## src/rtl/motor_cmd_timebase_pkg.sv

```systemverilog
// -----------------------------------------------------------------------------
// motor_pkg
// Shared types and constants for the motor command timebase and the
// downstream motorcontrol block.
//   ctl_state_t    : control state of the timebase (IDLE, RUN, REV_BRAKE)
//   PERIOD_DEFAULT : clock cycles per PWM period (20 ms at 100 MHz)
//   PW_FWD/PW_REV/PW_BRAKE : pulse-width thresholds used by motorcontrol
//   is_reversal()  : true when applying a command would flip a running motor
// -----------------------------------------------------------------------------
package motor_pkg;

  typedef enum logic [1:0] {
    IDLE      = 2'd0,
    RUN       = 2'd1,
    REV_BRAKE = 2'd2
  } ctl_state_t;

  localparam int PERIOD_DEFAULT = 2000000;
  localparam int PW_FWD         = 200000;
  localparam int PW_REV         = 100000;
  localparam int PW_BRAKE       = 149200;

  // A reversal is a running (unbraked) motor being asked to drive the other
  // way without braking first.
  function automatic logic is_reversal(input logic cur_dir,
                                       input logic cur_brake,
                                       input logic new_dir,
                                       input logic new_brake);
    return !cur_brake && !new_brake && (new_dir != cur_dir);
  endfunction

endpackage

```

## src/rtl/motor_cmd_timebase_if.sv

```systemverilog
// -----------------------------------------------------------------------------
// motor_cmd_timebase_if
// Valid/ready command channel into the motor command timebase.
//   cmd_valid : a command is offered (master -> slave)
//   cmd_ready : the timebase can accept a command (slave -> master)
//   cmd_dir   : requested direction, 1 = S1 / 2 ms, 0 = S2 / 1 ms
//   cmd_brake : requested brake (neutral pulse)
// -----------------------------------------------------------------------------
interface motor_cmd_timebase_if;

  logic cmd_valid;
  logic cmd_ready;
  logic cmd_dir;
  logic cmd_brake;

  modport master (
    output cmd_valid,
    output cmd_dir,
    output cmd_brake,
    input  cmd_ready
  );

  modport slave (
    input  cmd_valid,
    input  cmd_dir,
    input  cmd_brake,
    output cmd_ready
  );

endinterface

```

## src/rtl/motor_cmd_timebase_period_counter.sv

```systemverilog
// -----------------------------------------------------------------------------
// period_counter
// Free-running PWM period counter, 0 .. PERIOD-1, wrapping to 0.
//   clk    : system clock
//   reset  : synchronous, active-high reset
//   enable : count when high; the counter clears whenever it is low
//   count  : registered counter value
//   last   : registered, high exactly while count == PERIOD-1
// -----------------------------------------------------------------------------
module period_counter #(
  parameter int PERIOD = 2000000
) (
  input  logic        clk,
  input  logic        reset,
  input  logic        enable,
  output logic [29:0] count,
  output logic        last
);

  localparam logic [29:0] LAST = 30'(PERIOD - 1);

  logic [29:0] count_nxt;

  always_comb begin
    count_nxt = 30'd0;
    if (enable && (count != LAST)) begin
      count_nxt = count + 30'd1;
    end
  end

  // last is derived from the next count so it lines up with count itself
  // while both remain registered.
  always_ff @(posedge clk) begin
    if (reset) begin
      count <= 30'd0;
      last  <= 1'b0;
    end else begin
      count <= count_nxt;
      last  <= (count_nxt == LAST);
    end
  end

endmodule

```

## src/rtl/motor_cmd_timebase.sv

```systemverilog
// -----------------------------------------------------------------------------
// motor_cmd_timebase
// Timebase and command sequencer feeding motorcontrol. Produces the period
// counter and motorcontrol's reset, and applies direction/brake commands only
// at period boundaries so every PWM period is glitch-free. A running motor
// commanded to reverse is first held in brake for REV_BRAKE_PERIODS periods.
//   clk         : system clock
//   reset       : synchronous, active-high reset
//   cmd         : command channel (valid/ready, dir, brake), slave side
//   count_out   : 30-bit period counter, drives motorcontrol count_in
//   motor_reset : drives motorcontrol reset (high while idle)
//   direction   : applied direction
//   motor_brake : applied brake
//   period_tick : one-cycle pulse on the last cycle of each period
//   reversing   : high while a forced reversal brake is in progress
// -----------------------------------------------------------------------------
module motor_cmd_timebase
  import motor_pkg::*;
#(
  parameter int PERIOD            = PERIOD_DEFAULT,
  parameter int REV_BRAKE_PERIODS = 5
) (
  input  logic                 clk,
  input  logic                 reset,
  motor_cmd_timebase_if.slave  cmd,
  output logic [29:0]          count_out,
  output logic                 motor_reset,
  output logic                 direction,
  output logic                 motor_brake,
  output logic                 period_tick,
  output logic                 reversing
);

  localparam logic [7:0] REV_CNT_INIT = 8'(REV_BRAKE_PERIODS);

  ctl_state_t  state;
  logic        cmd_ready_r;
  logic        accept;
  logic        pend_valid;
  logic        pend_dir;
  logic        pend_brake;
  logic        target_dir;
  logic [7:0]  rev_cnt;

  assign cmd.cmd_ready = cmd_ready_r;
  assign accept        = cmd.cmd_valid && cmd_ready_r;

  // The counter only runs once a first command has left IDLE.
  period_counter #(
    .PERIOD (PERIOD)
  ) u_period_counter (
    .clk    (clk),
    .reset  (reset),
    .enable (state != IDLE),
    .count  (count_out),
    .last   (period_tick)
  );

  // period_tick marks the PERIOD-1 cycle, so acting on it updates outputs on
  // the wrap edge. pend_valid is sampled in that same cycle, which makes a
  // command accepted during PERIOD-1 wait for the following boundary.
  always_ff @(posedge clk) begin
    if (reset) begin
      state       <= IDLE;
      motor_reset <= 1'b1;
      direction   <= 1'b0;
      motor_brake <= 1'b0;
      reversing   <= 1'b0;
      cmd_ready_r <= 1'b1;
      pend_valid  <= 1'b0;
      pend_dir    <= 1'b0;
      pend_brake  <= 1'b0;
      target_dir  <= 1'b0;
      rev_cnt     <= 8'd0;
    end else begin
      case (state)
        IDLE: begin
          // First command starts the motor directly, no reversal check.
          if (accept) begin
            state       <= RUN;
            motor_reset <= 1'b0;
            direction   <= cmd.cmd_dir;
            motor_brake <= cmd.cmd_brake;
          end
        end

        RUN: begin
          if (period_tick && pend_valid) begin
            pend_valid <= 1'b0;
            if (is_reversal(direction, motor_brake, pend_dir, pend_brake)) begin
              // Brake first; direction flips only after the brake interval.
              motor_brake <= 1'b1;
              target_dir  <= pend_dir;
              rev_cnt     <= REV_CNT_INIT;
              reversing   <= 1'b1;
              state       <= REV_BRAKE;
            end else begin
              direction   <= pend_dir;
              motor_brake <= pend_brake;
              cmd_ready_r <= 1'b1;
            end
          end else if (accept) begin
            pend_valid  <= 1'b1;
            pend_dir    <= cmd.cmd_dir;
            pend_brake  <= cmd.cmd_brake;
            cmd_ready_r <= 1'b0;
          end
        end

        REV_BRAKE: begin
          if (period_tick) begin
            rev_cnt <= rev_cnt - 8'd1;
            if (rev_cnt == 8'd1) begin
              direction   <= target_dir;
              motor_brake <= 1'b0;
              reversing   <= 1'b0;
              cmd_ready_r <= 1'b1;
              state       <= RUN;
            end
          end
        end

        default: begin
          state <= IDLE;
        end
      endcase
    end
  end

endmodule

```

## src/flat_wrapper.sv

```systemverilog
// flat-port wrapper written by rule: the top's interface ports become plain ports
module motor_cmd_timebase_flat import motor_pkg::*;
#(
  parameter int PERIOD            = PERIOD_DEFAULT,
  parameter int REV_BRAKE_PERIODS = 5
)
  (clk, reset, count_out, motor_reset, direction, motor_brake, period_tick, reversing, cmd_cmd_valid, cmd_cmd_dir, cmd_cmd_brake, cmd_cmd_ready);
  motor_cmd_timebase_if cmd_i ();
  input  logic clk;
  input  logic reset;
  output logic [29:0] count_out;
  output logic motor_reset;
  output logic direction;
  output logic motor_brake;
  output logic period_tick;
  output logic reversing;
  input wire logic [$bits(cmd_i.cmd_valid)-1:0] cmd_cmd_valid;
  input wire logic [$bits(cmd_i.cmd_dir)-1:0] cmd_cmd_dir;
  input wire logic [$bits(cmd_i.cmd_brake)-1:0] cmd_cmd_brake;
  output wire logic [$bits(cmd_i.cmd_ready)-1:0] cmd_cmd_ready;
  assign cmd_i.cmd_valid = cmd_cmd_valid;
  assign cmd_i.cmd_dir = cmd_cmd_dir;
  assign cmd_i.cmd_brake = cmd_cmd_brake;
  assign cmd_cmd_ready = cmd_i.cmd_ready;
  motor_cmd_timebase #(.PERIOD(PERIOD), .REV_BRAKE_PERIODS(REV_BRAKE_PERIODS)) u_core (.clk(clk), .reset(reset), .cmd(cmd_i), .count_out(count_out), .motor_reset(motor_reset), .direction(direction), .motor_brake(motor_brake), .period_tick(period_tick), .reversing(reversing));
endmodule
```

## config.mk

```make
export PLATFORM = sky130hd
export DESIGN_NAME = motor_cmd_timebase_flat
export DESIGN_NICKNAME = d
export VERILOG_FILES = /design/src/rtl/motor_cmd_timebase_pkg.sv /design/src/rtl/motor_cmd_timebase_if.sv /design/src/rtl/motor_cmd_timebase_period_counter.sv /design/src/rtl/motor_cmd_timebase.sv /design/src/flat_wrapper.sv
export SDC_FILE = /design/constraint.sdc
export NUM_CORES = 1
export LEC_CHECK = 0
export ABC_CLOCK_PERIOD_IN_PS = 3700
export BUFFER_PORTS_ARGS = -buffer_cell sky130_fd_sc_hd__buf_2
export CORE_AREA = 4 4 73 75
export CTS_CLUSTER_DIAMETER = 80
export DETAILED_ROUTE_END_ITERATION = 10
export DIE_AREA = 0 0 77 79
export GPL_TIMING_DRIVEN = 1
export PLACE_DENSITY_LB_ADDON = 0.12
export SLEW_MARGIN = 10
export SYNTH_ARGS = -nofsm -noshare
export SYNTH_HDL_FRONTEND = slang
export SYNTH_SLANG_ARGS = --single-unit
```

## constraint.sdc

```tcl
create_clock -name clk -period 3.7 [get_ports clk]
set_clock_uncertainty 0.15 [all_clocks]
set_input_delay 0.74 -clock clk [delete_from_list [all_inputs] [get_ports clk]]
set_output_delay 0.74 -clock clk [all_outputs]
set_load 0.01 [all_outputs]
```

==> results of run 1 <==
report_power, final:
group          internal, mW  leakage (nW)  switching [mW]
clock                 0.199        0.0579           0.180
combinational         0.251         0.657           0.324
sequential            0.614         0.405          0.0792
placed cells by master, fill, tap and decap left out, drive strengths merged, types with 2 or more instances in the layout:
master | synthesis | final
or3 | 7 | 7
nand2b | 5 | 5
nand3 | 14 | 14
nand2 | 15 | 15
inv | 9 | 9
or4 | 4 | 4
and4 | 7 | 7
xnor2 | 21 | 21
and3 | 6 | 6
nand4 | 10 | 10
o21a | 3 | 3
xor2 | 10 | 10
nor3 | 10 | 10
a22oi | 2 | 2
and2 | 3 | 3
nand4b | 4 | 4
ha | 7 | 7
dfxtp | 50 | 50
clkbuf | 4 | 5
o21ai | 10 | 10
o211ai | 4 | 4
a21oi | 12 | 12
buf | 10 | 41
nor4 | 14 | 14
clkinv | 0 | 2
mux2i | 6 | 6
nor2 | 54 | 54
a211oi | 7 | 7
o2111ai | 2 | 2
worst max path at each step:
stage | from | endpoint | slack [ns] | cells after the start
after detailed placement | u_core.u_period_counter.count[0] | u_core.u_period_counter.last | 0.96 | 7
after global placement | u_core.u_period_counter.count[0] | u_core.u_period_counter.last | 1.10 | 7
after CTS | u_core.u_period_counter.count[0] | u_core.u_period_counter.last | 0.94 | 7
after floorplan | u_core.u_period_counter.count[0] | u_core.u_period_counter.last | 1.21 | 7
final | u_core.u_period_counter.count[0] | u_core.u_period_counter.last | 0.89 | 7
after global routing | u_core.u_period_counter.count[0] | u_core.u_period_counter.last | 0.78 | 7
synthesized netlist by cell type (all sizes together) (2+ instances only):
cell type	count
nor2	54
dfxtp	50
xnor2	21
nand2	15
nand3	14
nor4	14
a21oi	12
buf	10
nand4	10
nor3	10
o21ai	10
xor2	10
inv	9
a211oi	7
and4	7
ha	7
or3	7
and3	6
mux2i	6
nand2b	5
clkbuf	4
nand4b	4
o211ai	4
or4	4
and2	3
o21a	3
a22oi	2
o2111ai	2
worst max-delay path, cell delays in order, from the launching register on:
cell,delay [ns]
dfxtp_1,0.42
ha_1,0.27
and4_1,0.36
nand4_1,0.21
nor4_1,0.56
mux2i_1,0.26
nand4b_1,0.14
a2111oi_2,0.34
cell families after synthesis:
group	synth area share
AO/OA/AOI/OAI	0.139
XOR/XNOR	0.0967
adder cells (fa/ha/maj)	0.0312
buffers and inverters	0.0423
flip-flops	0.356
multiplexers	0.0254
AND/OR/NAND/NOR	0.310
layer usage:
metal  up-vias  wire length (um)  track usage
met5         -                 0            0
met4         0               175        0.105
met3        17               382       0.0465
met2       101              3100        0.365
met1      1188              2850        0.269
li1       1276                 -            -
final cells by class:
cell class                      count  area share
Multi-Input combinational cell    257       0.543
Sequential cell                    50       0.322
Timing Repair Buffer               41      0.0668
Clock buffer                        5      0.0221
Tap cell                           54      0.0217
Clock inverter                      3      0.0129
Inverter                            9      0.0109
state kept, by name (all words and copies together), names as in the netlist:
name                           cells
u_core.pend_dir                    1
u_core.reversing                   1
u_core.pend_brake                  1
u_core.cmd.cmd_ready               1
u_core.u_period_counter.count     30
u_core.motor_brake                 1
u_core.state                       2
u_core.u_period_counter.last       1
u_core.pend_valid                  1
u_core.rev_cnt                     8
u_core.target_dir                  1
u_core.direction                   1
u_core.motor_reset                 1
per-stage QoR:
stage | instance area, um2 | util
2_1_floorplan | 2810 | -
3_3_place_gp | 3000 | 0.643
3_5_place_dp | 3000 | 0.643
4_1_cts | 3110 | 0.667
5_1_grt | 3110 | 0.667
6_report | 3110 | 0.667
==> results.sh, run 1 <==
export IMPL_status="finished clean"
export IMPL_clk_pin_slew_worst_paths_ns=0.09
export IMPL_r2r_cells=7
export IMPL_synth_fp_nets=343
export IMPL_die_height_um=79
export IMPL_grt_pass1_wl_um=10900
export IMPL_n_antenna_cell=0
export IMPL_syn_cell_area_um2=2810
export IMPL_ys_flop_type="dfxtp_1"
export IMPL_track_usage=0.218
export IMPL_cts_buffers=5
export IMPL_finalWirelength_um=6500
export IMPL_ys_seq_area_frac=0.356
export IMPL_boundaryPins=41
export IMPL_period_share=0.758
export IMPL_slew_headroom=0.538
export IMPL_power_mw=1.65
export IMPL_syn_inst=331
export IMPL_initial_utilization=0.603
export IMPL_antenna_found_initial=0
export IMPL_finalSetupTns_ns=0
export IMPL_register_area_um2=1000
export IMPL_first_global_vias=2341
export IMPL_syn_avg_cell_area_um2=8.49
export IMPL_criticalPathCategory="reg -> reg"
export IMPL_post_dp_hpwl_um=4770
export IMPL_synth_top_area_frac=0.356
export IMPL_cap_viol_max_count=0
export IMPL_gr_total_overflow=0
export IMPL_coreArea_um2=4660
export IMPL_regToRegSetupSlack_ns=0.89
export IMPL_placedCellCount=411
export IMPL_worst_setup_path_end_kind="flip-flop"
export IMPL_timing_rr_end="u_core.u_period_counter.last"
export IMPL_synthTopCellsByArea="dfxtp_1 36%, nor2_1 7.2%, xnor2_1 6.5%"
export IMPL_dr_first_iter_drc_count=103
export IMPL_fill_cells=418
export IMPL_cts_tree="done"
export IMPL_worst_pin_slew_ns=0.691
export IMPL_hp_start="u_core.motor_reset"
export IMPL_crit_arrival_ns=2.86
export IMPL_yosys_area_top_type="dfxtp_1"
export IMPL_timing_final_ws_setup_ns=0.895
export IMPL_nets=376
export IMPL_cts_resized=0
export IMPL_clock_sinks=50
export IMPL_path_max_fanout=6
export IMPL_max_freq_ghz=0.357
export IMPL_cts_hold_buf=0
export IMPL_portBuffers=40
export IMPL_p_per_area_nw_per_um2=530
export IMPL_hp_class="reg -> reg"
export IMPL_clockRootBuffer="clkbuf_8"
export IMPL_vias=2582
export IMPL_ir_worst_vdd_uv=237
export IMPL_crit_required_ns=3.76
export IMPL_cp_start_kind="flip-flop"
export IMPL_via_per_inst=6.16
export IMPL_htree_num_levels=2
export IMPL_die_w_um=77
export IMPL_rsz0062_at_grt="false"
export IMPL_drv_slew=0
export IMPL_holdPathStages=1
export IMPL_multiInputGateArea_um2=1690
export IMPL_final_cells=419
export IMPL_firstDrtPassIters=5
export IMPL_timing_final_crit_period_ns=2.81
export IMPL_clk_path_buf_depth=2
export IMPL_synth_edf_count=0
export IMPL_r2r_start="u_core.u_period_counter.count[0]"
export IMPL_cts_setup_buffers=0
export IMPL_clock_latency_ns=0.30
export IMPL_ant_nets=0
export IMPL_fin_hold_ws_ns=0.308
export IMPL_p_leak_nw=1.12
export IMPL_synth_async_sr_flop_share=0
export IMPL_rows=25
export IMPL_finalHoldViolations=0
export IMPL_area_growth_pct=10.6
export IMPL_wl_per_cell_um=15.5
export IMPL_yosys_cell_types_count=59
export IMPL_setup_viol=0
export IMPL_hold_path_endpoint="u_core.motor_reset"
export IMPL_layout_drive_gt1_share=0.175
export IMPL_dieArea_um2=6080
export IMPL_pre_cts_ws_ns=0.965
export IMPL_drcViolationCount=0
export IMPL_yosysWarnings=0
export IMPL_place_congestion=0.960
export IMPL_synth_seq_cells=50
export IMPL_grt_max_degree=18
(Power assumes the default switching activity.)
==> run 2: changes to the inputs <==
- ABC_AREA: default -> 1
- ABC_CLOCK_PERIOD_IN_PS: 3700 -> 2800
- CORE_AREA: 4 4 73 75 -> 4 4 77 79
- DIE_AREA: 0 0 77 79 -> 0 0 81 83
- clock period: 3.7 -> 2.8 ns (I/O delays scaled with it)
==> run 2 against run 1 <==
Against the previous run:
- cell count grew 41%
- final area grew 6.6%
- sequential power grew 28%
- worst hold slack gained 0.010 ns
- first-iteration DRC count grew 150%
- largest cell class unchanged
- synthesized cell count grew 44%
- area after synthesis grew 4.5%
- register-to-register slack lost 0.22 ns
- flip-flop and latch count is the same
- maximum frequency grew 32%
- core utilization shrank 4.6 points
- critical path type unchanged
==> results.sh, run 2 <==
export IMPL_rows=27
export IMPL_syn_cell_area_um2=2940
export IMPL_holdPathStages=2
export IMPL_clk_pin_slew_worst_paths_ns=0.09
export IMPL_grt_pass1_wl_um=12400
export IMPL_largest_register="u_core.u_period_counter.count"
export IMPL_finalWirelength_um=7260
export IMPL_worst_setup_path_end_kind="flip-flop"
export IMPL_ys_flop_type="dfxtp_1"
export IMPL_period_share=0.759
export IMPL_dieArea_um2=6720
export IMPL_critPathBufInv=2
export IMPL_fin_hold_ws_ns=0.318
export IMPL_path_max_fanout=20
export IMPL_yosys_cell_types_count=30
export IMPL_hold_path_endpoint="u_core.motor_reset"
export IMPL_clockRootBuffer="clkbuf_8"
export IMPL_ir_worst_vdd_uv=589
export IMPL_synth_fp_nets=487
export IMPL_hp_class="reg -> reg"
export IMPL_yosysWarnings=0
export IMPL_htree_num_levels=2
export IMPL_p_per_area_nw_per_um2=674
export IMPL_r2r_cells=11
export IMPL_cpMostUsedCell="nor2_1"
export IMPL_crit_arrival_ns=2.16
export IMPL_antenna_found_initial=0
export IMPL_cp_start_kind="flip-flop"
export IMPL_track_usage=0.230
export IMPL_cts_buffers=5
export IMPL_grt_max_degree=21
export IMPL_boundaryPins=41
export IMPL_crit_required_ns=2.84
export IMPL_yosysMostFrequentCell="nand2_1"
export IMPL_synth_seq_cells=50
export IMPL_slowest_delay_ns=0.43
export IMPL_place_congestion=0.969
export IMPL_finalHoldViolations=0
export IMPL_die_w_um=81
export IMPL_first_global_vias=2843
export IMPL_syn_avg_cell_area_um2=6.18
export IMPL_clk_path_buf_depth=2
export IMPL_vias=3066
export IMPL_syn_inst=475
export IMPL_fill_cells=534
export IMPL_drcViolationCount=0
export IMPL_p_sw_frac=0.412
export IMPL_max_freq_ghz=0.471
export IMPL_p_leak_nw=1.56
export IMPL_internal_power_mw=1.31
export IMPL_firstDrtPassIters=6
export IMPL_die_height_um=83
export IMPL_ant_nets=0
export IMPL_cts_tree="done"
export IMPL_layout_drive_gt1_share=0.123
export IMPL_comb_power_share=0.396
export IMPL_critical_path_cell_chain="ha_1 -> nand2_2 -> nor2_8 -> nand3_1 -> nor2_1 -> nand2_1 -> nand2_4 -> nor2_1 -> inv_1 -> buf_4 -> a21oi_1"
export IMPL_portBuffers=40
export IMPL_synth_top_area_frac=0.341
export IMPL_synth_edf_count=0
export IMPL_criticalPathCategory="reg -> reg"
export IMPL_timing_rr_end="u_core.u_period_counter.count[15]"
export IMPL_slew_headroom=0.733
export IMPL_pwr_share_seq=0.398
export IMPL_largest_reg_flops=30
export IMPL_cts_setup_buffers=0
export IMPL_wl_per_cell_um=12.3
export IMPL_area_growth_pct=12.9
export IMPL_drv_slew=0
export IMPL_slowest_stage="dfxtp_1"
export IMPL_clock_latency_ns=0.31
export IMPL_setup_viol=0
export IMPL_regToRegSetupSlack_ns=0.68
export IMPL_initial_utilization=0.550
export IMPL_rsz0062_at_grt="false"
export IMPL_layout_commonest_cell="nand2_1"
export IMPL_cap_viol_max_count=0
export IMPL_worst_pin_slew_ns=0.399
export IMPL_p_switching_mw=0.920
export IMPL_layout_common_cells="131 x nand2_1, 86 x nor2_1, 69 x inv_1"
export IMPL_synth_async_sr_flop_share=0
export IMPL_yosys_area_top_type="dfxtp_1"
export IMPL_coreArea_um2=5340
export IMPL_synthTopCellsByArea="dfxtp_1 34%, nand2_1 17%, nor2_1 11%"
export IMPL_synth_commonest_cells="131 x nand2_1, 86 x nor2_1, 69 x inv_1"
export IMPL_timing_final_crit_period_ns=2.12
export IMPL_cts_hold_buf=0
export IMPL_dr_first_iter_drc_count=254
export IMPL_cpLargestDelayFamily="simple AND/OR/NAND/NOR gates"
export IMPL_via_per_inst=5.18
export IMPL_hp_start="u_core.motor_reset"
export IMPL_post_dp_hpwl_um=5650
export IMPL_clock_sinks=50
export IMPL_status="finished clean"
export IMPL_reg_largest_list="u_core.u_period_counter.count (30), u_core.rev_cnt (8), u_core.state (2)"
export IMPL_nets=531
export IMPL_finalSetupTns_ns=0
export IMPL_power_frac_clock=0.206
export IMPL_ys_seq_area_frac=0.341
export IMPL_n_antenna_cell=0
export IMPL_cts_resized=0
export IMPL_r2r_start="u_core.u_period_counter.count[0]"
export IMPL_gr_total_overflow=0
-- run 2: cell count changes in the layout (fill, tap and decap cells not counted), sizes merged, moves of 6 or more --
cell    before  now
nand2       15  136
inv          9   71
nor2        54   95
xnor2       21    1
nand3       14   28
nor4        14    0
a21oi       12   23
and4         7    0
or3          7    0
and3         6    0
mux2i        6    0
nand3b       0    6
o21ai       10   16
-- run 2: layer usage --
layer	wire, um	GRT usage	up-vias
li1	-	-	1587
met1	3230	0.292	1353
met2	3380	0.363	107
met3	428	0.0466	19
met4	227	0.117	0
met5	0	0	-
-- run 2: worst max path at each step --
stage / from / endpoint / slack, ns / depth (start not counted)
floorplan: u_core.u_period_counter.count[0] / u_core.u_period_counter.count[5] / 0.92 / 11
global placement: u_core.u_period_counter.count[0] / u_core.u_period_counter.count[18] / 0.75 / 11
detailed placement: u_core.u_period_counter.count[0] / u_core.u_period_counter.count[27] / 0.70 / 11
CTS: u_core.u_period_counter.count[0] / u_core.u_period_counter.count[27] / 0.68 / 11
global route: u_core.u_period_counter.count[0] / u_core.u_period_counter.last / 0.49 / 13
finish: u_core.u_period_counter.count[0] / u_core.u_period_counter.count[15] / 0.68 / 11
-- run 2: cell type report --
class                   count  area, um2  share of cell area
clock buffers               6       82.6              0.0249
clock inverters             2       16.3             0.00491
inverters                  72        270              0.0815
multi-input cells         349       1650               0.497
flip-flops and latches     50       1000               0.302
well taps                  72       90.1              0.0272
repair buffers             41        208              0.0627
-- run 2: power groups by stage --
stage,clock network [mW],logic (mW),registers [mW]
finish,0.461,0.884,0.888
global route,0.508,1.02,0.904
CTS,0.478,0.884,0.888
detailed placement,0,0.879,0.904
global placement,0,0.867,0.900
floorplan,0,0.678,0.907
-- run 2: metrics by stage --
step	util	worst slack [ns]	total power, mW	area, um2	std cells
floorplan	-	0.924	1.59	2940	475
detailed placement	0.602	0.704	1.78	3220	584
CTS	0.621	0.685	2.25	3310	592
finish	0.621	0.676	2.23	3310	592
global placement	0.602	0.748	1.77	3220	584
global route	0.621	0.487	2.44	3310	592
-- run 2: worst register-to-register path, cell delays in order (launching register included) --
cell and delay (ns):
dfxtp_1 0.43, ha_1 0.25, nand2_2 0.12, nor2_8 0.14, nand3_1 0.09, nor2_1 0.12
nand2_1 0.12, nand2_4 0.13, nor2_1 0.07, inv_1 0.06, buf_4 0.25, a21oi_1 0.08
-- run 2: kinds of logic after synthesis --
kind of cell             synth area share
AO/OA/AOI/OAI                      0.0899
XOR/XNOR                           0.0179
adder cells (fa/ha/maj)            0.0298
buffers and inverters              0.0980
flip-flops                          0.341
AND/OR/NAND/NOR                     0.423
==> run 3: changes to the inputs <==
- ABC_CLOCK_PERIOD_IN_PS: 2800 -> 1800
- CORE_AREA: 4 4 77 79 -> 4 4 81 83
- DIE_AREA: 0 0 81 83 -> 0 0 85 87
- clock period: 2.8 -> 1.8 ns (I/O delays scaled with it)
==> run 3 against run 2 <==
Against the previous run:
- clock-buffer cell count is 1 higher
- global-route usage is 0.22 points higher
- via count rose by 12%
- critical endpoint is now u_core.u_period_counter.last
- power is 100% higher
- the run now ends with setup timing left
- final area rose by 27%
==> results.sh, run 3 (synthesized netlist as in run 2, its figures left out) <==
export IMPL_status="complete, but fails checks"
export IMPL_violations="setup timing"
export IMPL_timing_final_ws_setup_ns=-0.0659
export IMPL_clk_pin_slew_worst_paths_ns=0.10
export IMPL_largest_reg_flops=30
export IMPL_layout_drive_gt1_share=0.362
export IMPL_htree_num_levels=2
export IMPL_fin_hold_ws_ns=0.162
export IMPL_cts_tree="done"
export IMPL_clock_sinks=50
export IMPL_placed_area_um2=3640
export IMPL_firstDrtPassIters=5
export IMPL_ant_nets=0
export IMPL_n_antenna_cell=0
export IMPL_max_freq_ghz=0.536
export IMPL_die_height_um=87
export IMPL_pwr_share_seq=0.314
export IMPL_met3WireLength_um=584
export IMPL_final_cells=660
export IMPL_final_cell_area_um2=4210
export IMPL_boundaryPins=41
export IMPL_clockRootBuffer="clkbuf_8"
export IMPL_worst_setup_path_end_kind="flip-flop"
export IMPL_critical_path_cell_chain="nand2_1 -> nor2_2 -> nand2_2 -> buf_4 -> nor2_1 -> nand3_1 -> nand2_1 -> nor2_1 -> nor2_1 -> nand2_1 -> nor2_1 -> nand2_1 -> nor2_1"
export IMPL_die_w_um=85
export IMPL_dr_first_iter_drc_count=277
export IMPL_r2r_cells=13
export IMPL_criticalPathCategory="reg -> reg"
export IMPL_fill_cells=465
export IMPL_internal_power_mw=2.67
export IMPL_timing_final_crit_period_ns=1.87
export IMPL_layout_commonest_cell="nand2_1"
export IMPL_slowest_stage="dfxtp_4"
export IMPL_drcViolationCount=0
export IMPL_dieArea_um2=7400
export IMPL_path_max_fanout=6
export IMPL_pre_cts_ws_ns=-0.126
export IMPL_timing_rr_end="u_core.u_period_counter.last"
export IMPL_finalWirelength_um=9150
export IMPL_worst_pin_slew_ns=0.303
export IMPL_placedCellCount=641
export IMPL_p_switching_mw=1.80
export IMPL_nets=596
export IMPL_largest_register="u_core.u_period_counter.count"
export IMPL_layout_common_cells="117 x nand2_1, 68 x nor2_1, 61 x inv_1"
export IMPL_slew_headroom=0.796
export IMPL_clk_path_buf_depth=2
export IMPL_track_usage=0.232
export IMPL_place_congestion=0.904
export IMPL_first_global_vias=3133
export IMPL_grt_pass1_wl_um=14100
export IMPL_grt_max_degree=21
export IMPL_wl_met2_um=4530
export IMPL_regToRegSetupSlack_ns=-0.07
export IMPL_r2r_start="u_core.u_period_counter.count[7]"
export IMPL_hp_start="cmd_cmd_brake"
export IMPL_cts_hold_buf=0
export IMPL_hp_class="in -> reg"
export IMPL_gr_total_overflow=0
export IMPL_setup_viol=5
export IMPL_via_per_inst=5.22
export IMPL_finalSetupTns_ns=-0.0811
export IMPL_cts_buffers=5
export IMPL_initial_utilization=0.502
export IMPL_p_sw_frac=0.403
export IMPL_slowest_delay_ns=0.40
export IMPL_area_growth_pct=43.5
export IMPL_clock_latency_ns=0.31
export IMPL_portBuffers=40
export IMPL_hold_path_endpoint="u_core.pend_brake"
export IMPL_post_dp_hpwl_um=6440
export IMPL_drv_slew=0
export IMPL_coreArea_um2=5850
export IMPL_p_per_area_nw_per_um2=1060
export IMPL_crit_required_ns=1.91
export IMPL_power_frac_clock=0.153
export IMPL_vias=3443
export IMPL_rsz0062_at_grt="true"
export IMPL_cpMostUsedCell="nor2_1"
export IMPL_ir_worst_vdd_uv=878
export IMPL_period_share=1.04
export IMPL_cp_start_kind="flip-flop"
export IMPL_p_leak_nw=1.99
export IMPL_finalHoldViolations=0
export IMPL_top_layer_used="met4"
export IMPL_reg_largest_list="u_core.u_period_counter.count (30), u_core.rev_cnt (8), u_core.state (2)"
export IMPL_wl_per_cell_um=13.9
export IMPL_holdPathStages=3
export IMPL_comb_power_share=0.533
export IMPL_cap_viol_max_count=0
export IMPL_crit_arrival_ns=1.97
export IMPL_antenna_found_initial=0
export IMPL_drt_met1_wl_um=3750
export IMPL_rows=28
run 3: power by group through the flow:
stage          logic, mW  registers [mW]  clock network (mW)
6_report            2.38            1.40               0.684
3_3_place_gp        1.71            1.39                   0
2_1_floorplan       1.06            1.41                   0
4_1_cts             1.91            1.39               0.706
3_5_place_dp        1.76            1.40                   0
5_1_grt             2.62            1.43               0.743
run 3: metal layers:
layer / vias up / global-route usage
met4: 0 / 0.0878
met2: 128 / 0.412
met3: 27 / 0.0407
li1: 1713 / -
met1: 1575 / 0.279
met5: - / 0
run 3: stage by stage:
step           total power, mW  utilization
2_1_floorplan             2.47            -
3_3_place_gp              3.11        0.623
3_5_place_dp              3.17        0.623
4_1_cts                   4.01        0.670
5_1_grt                   4.79        0.720
6_report                  4.47        0.720
run 3: cell type report:
cell class / instances / area, um2 / area share
tap: 75 / 93.8 / 0.0223
inverter: 72 / 284 / 0.0674
sequential: 50 / 1040 / 0.246
timing repair buffer: 106 / 758 / 0.180
clock inverter: 1 / 5.00 / 0.00119
multi-input combinational: 349 / 1950 / 0.462
clock buffer: 7 / 86.3 / 0.0205
run 3: worst max path at each step:
stage	start	to	slack, ns	cells after the start
floorplan	u_core.u_period_counter.count[0]	u_core.u_period_counter.count[5]	0.009	11
global placement	u_core.u_period_counter.count[5]	u_core.u_period_counter.last	-0.1	11
detailed placement	u_core.u_period_counter.count[1]	u_core.u_period_counter.last	-0.13	12
CTS	u_core.u_period_counter.count[11]	u_core.u_period_counter.last	-0.03	13
global route	u_core.u_period_counter.count[0]	u_core.u_period_counter.last	-0.22	12
finish	u_core.u_period_counter.count[7]	u_core.u_period_counter.last	-0.07	13
run 3: repair_timing:
item / CTS / global route
cloned: 0 / 3
endpoints found under the setup margin: 28 / 37
buffers inserted: 5 / 3
pin swaps: 16 / 15
resized for setup: 47 / 65
run 3: critical path: cells and delay by family (launching register included):
family,cells,cell delay (ns)
buffers and inverters,1,0.14
flip-flops,1,0.40
AND/OR/NAND/NOR,12,1.12
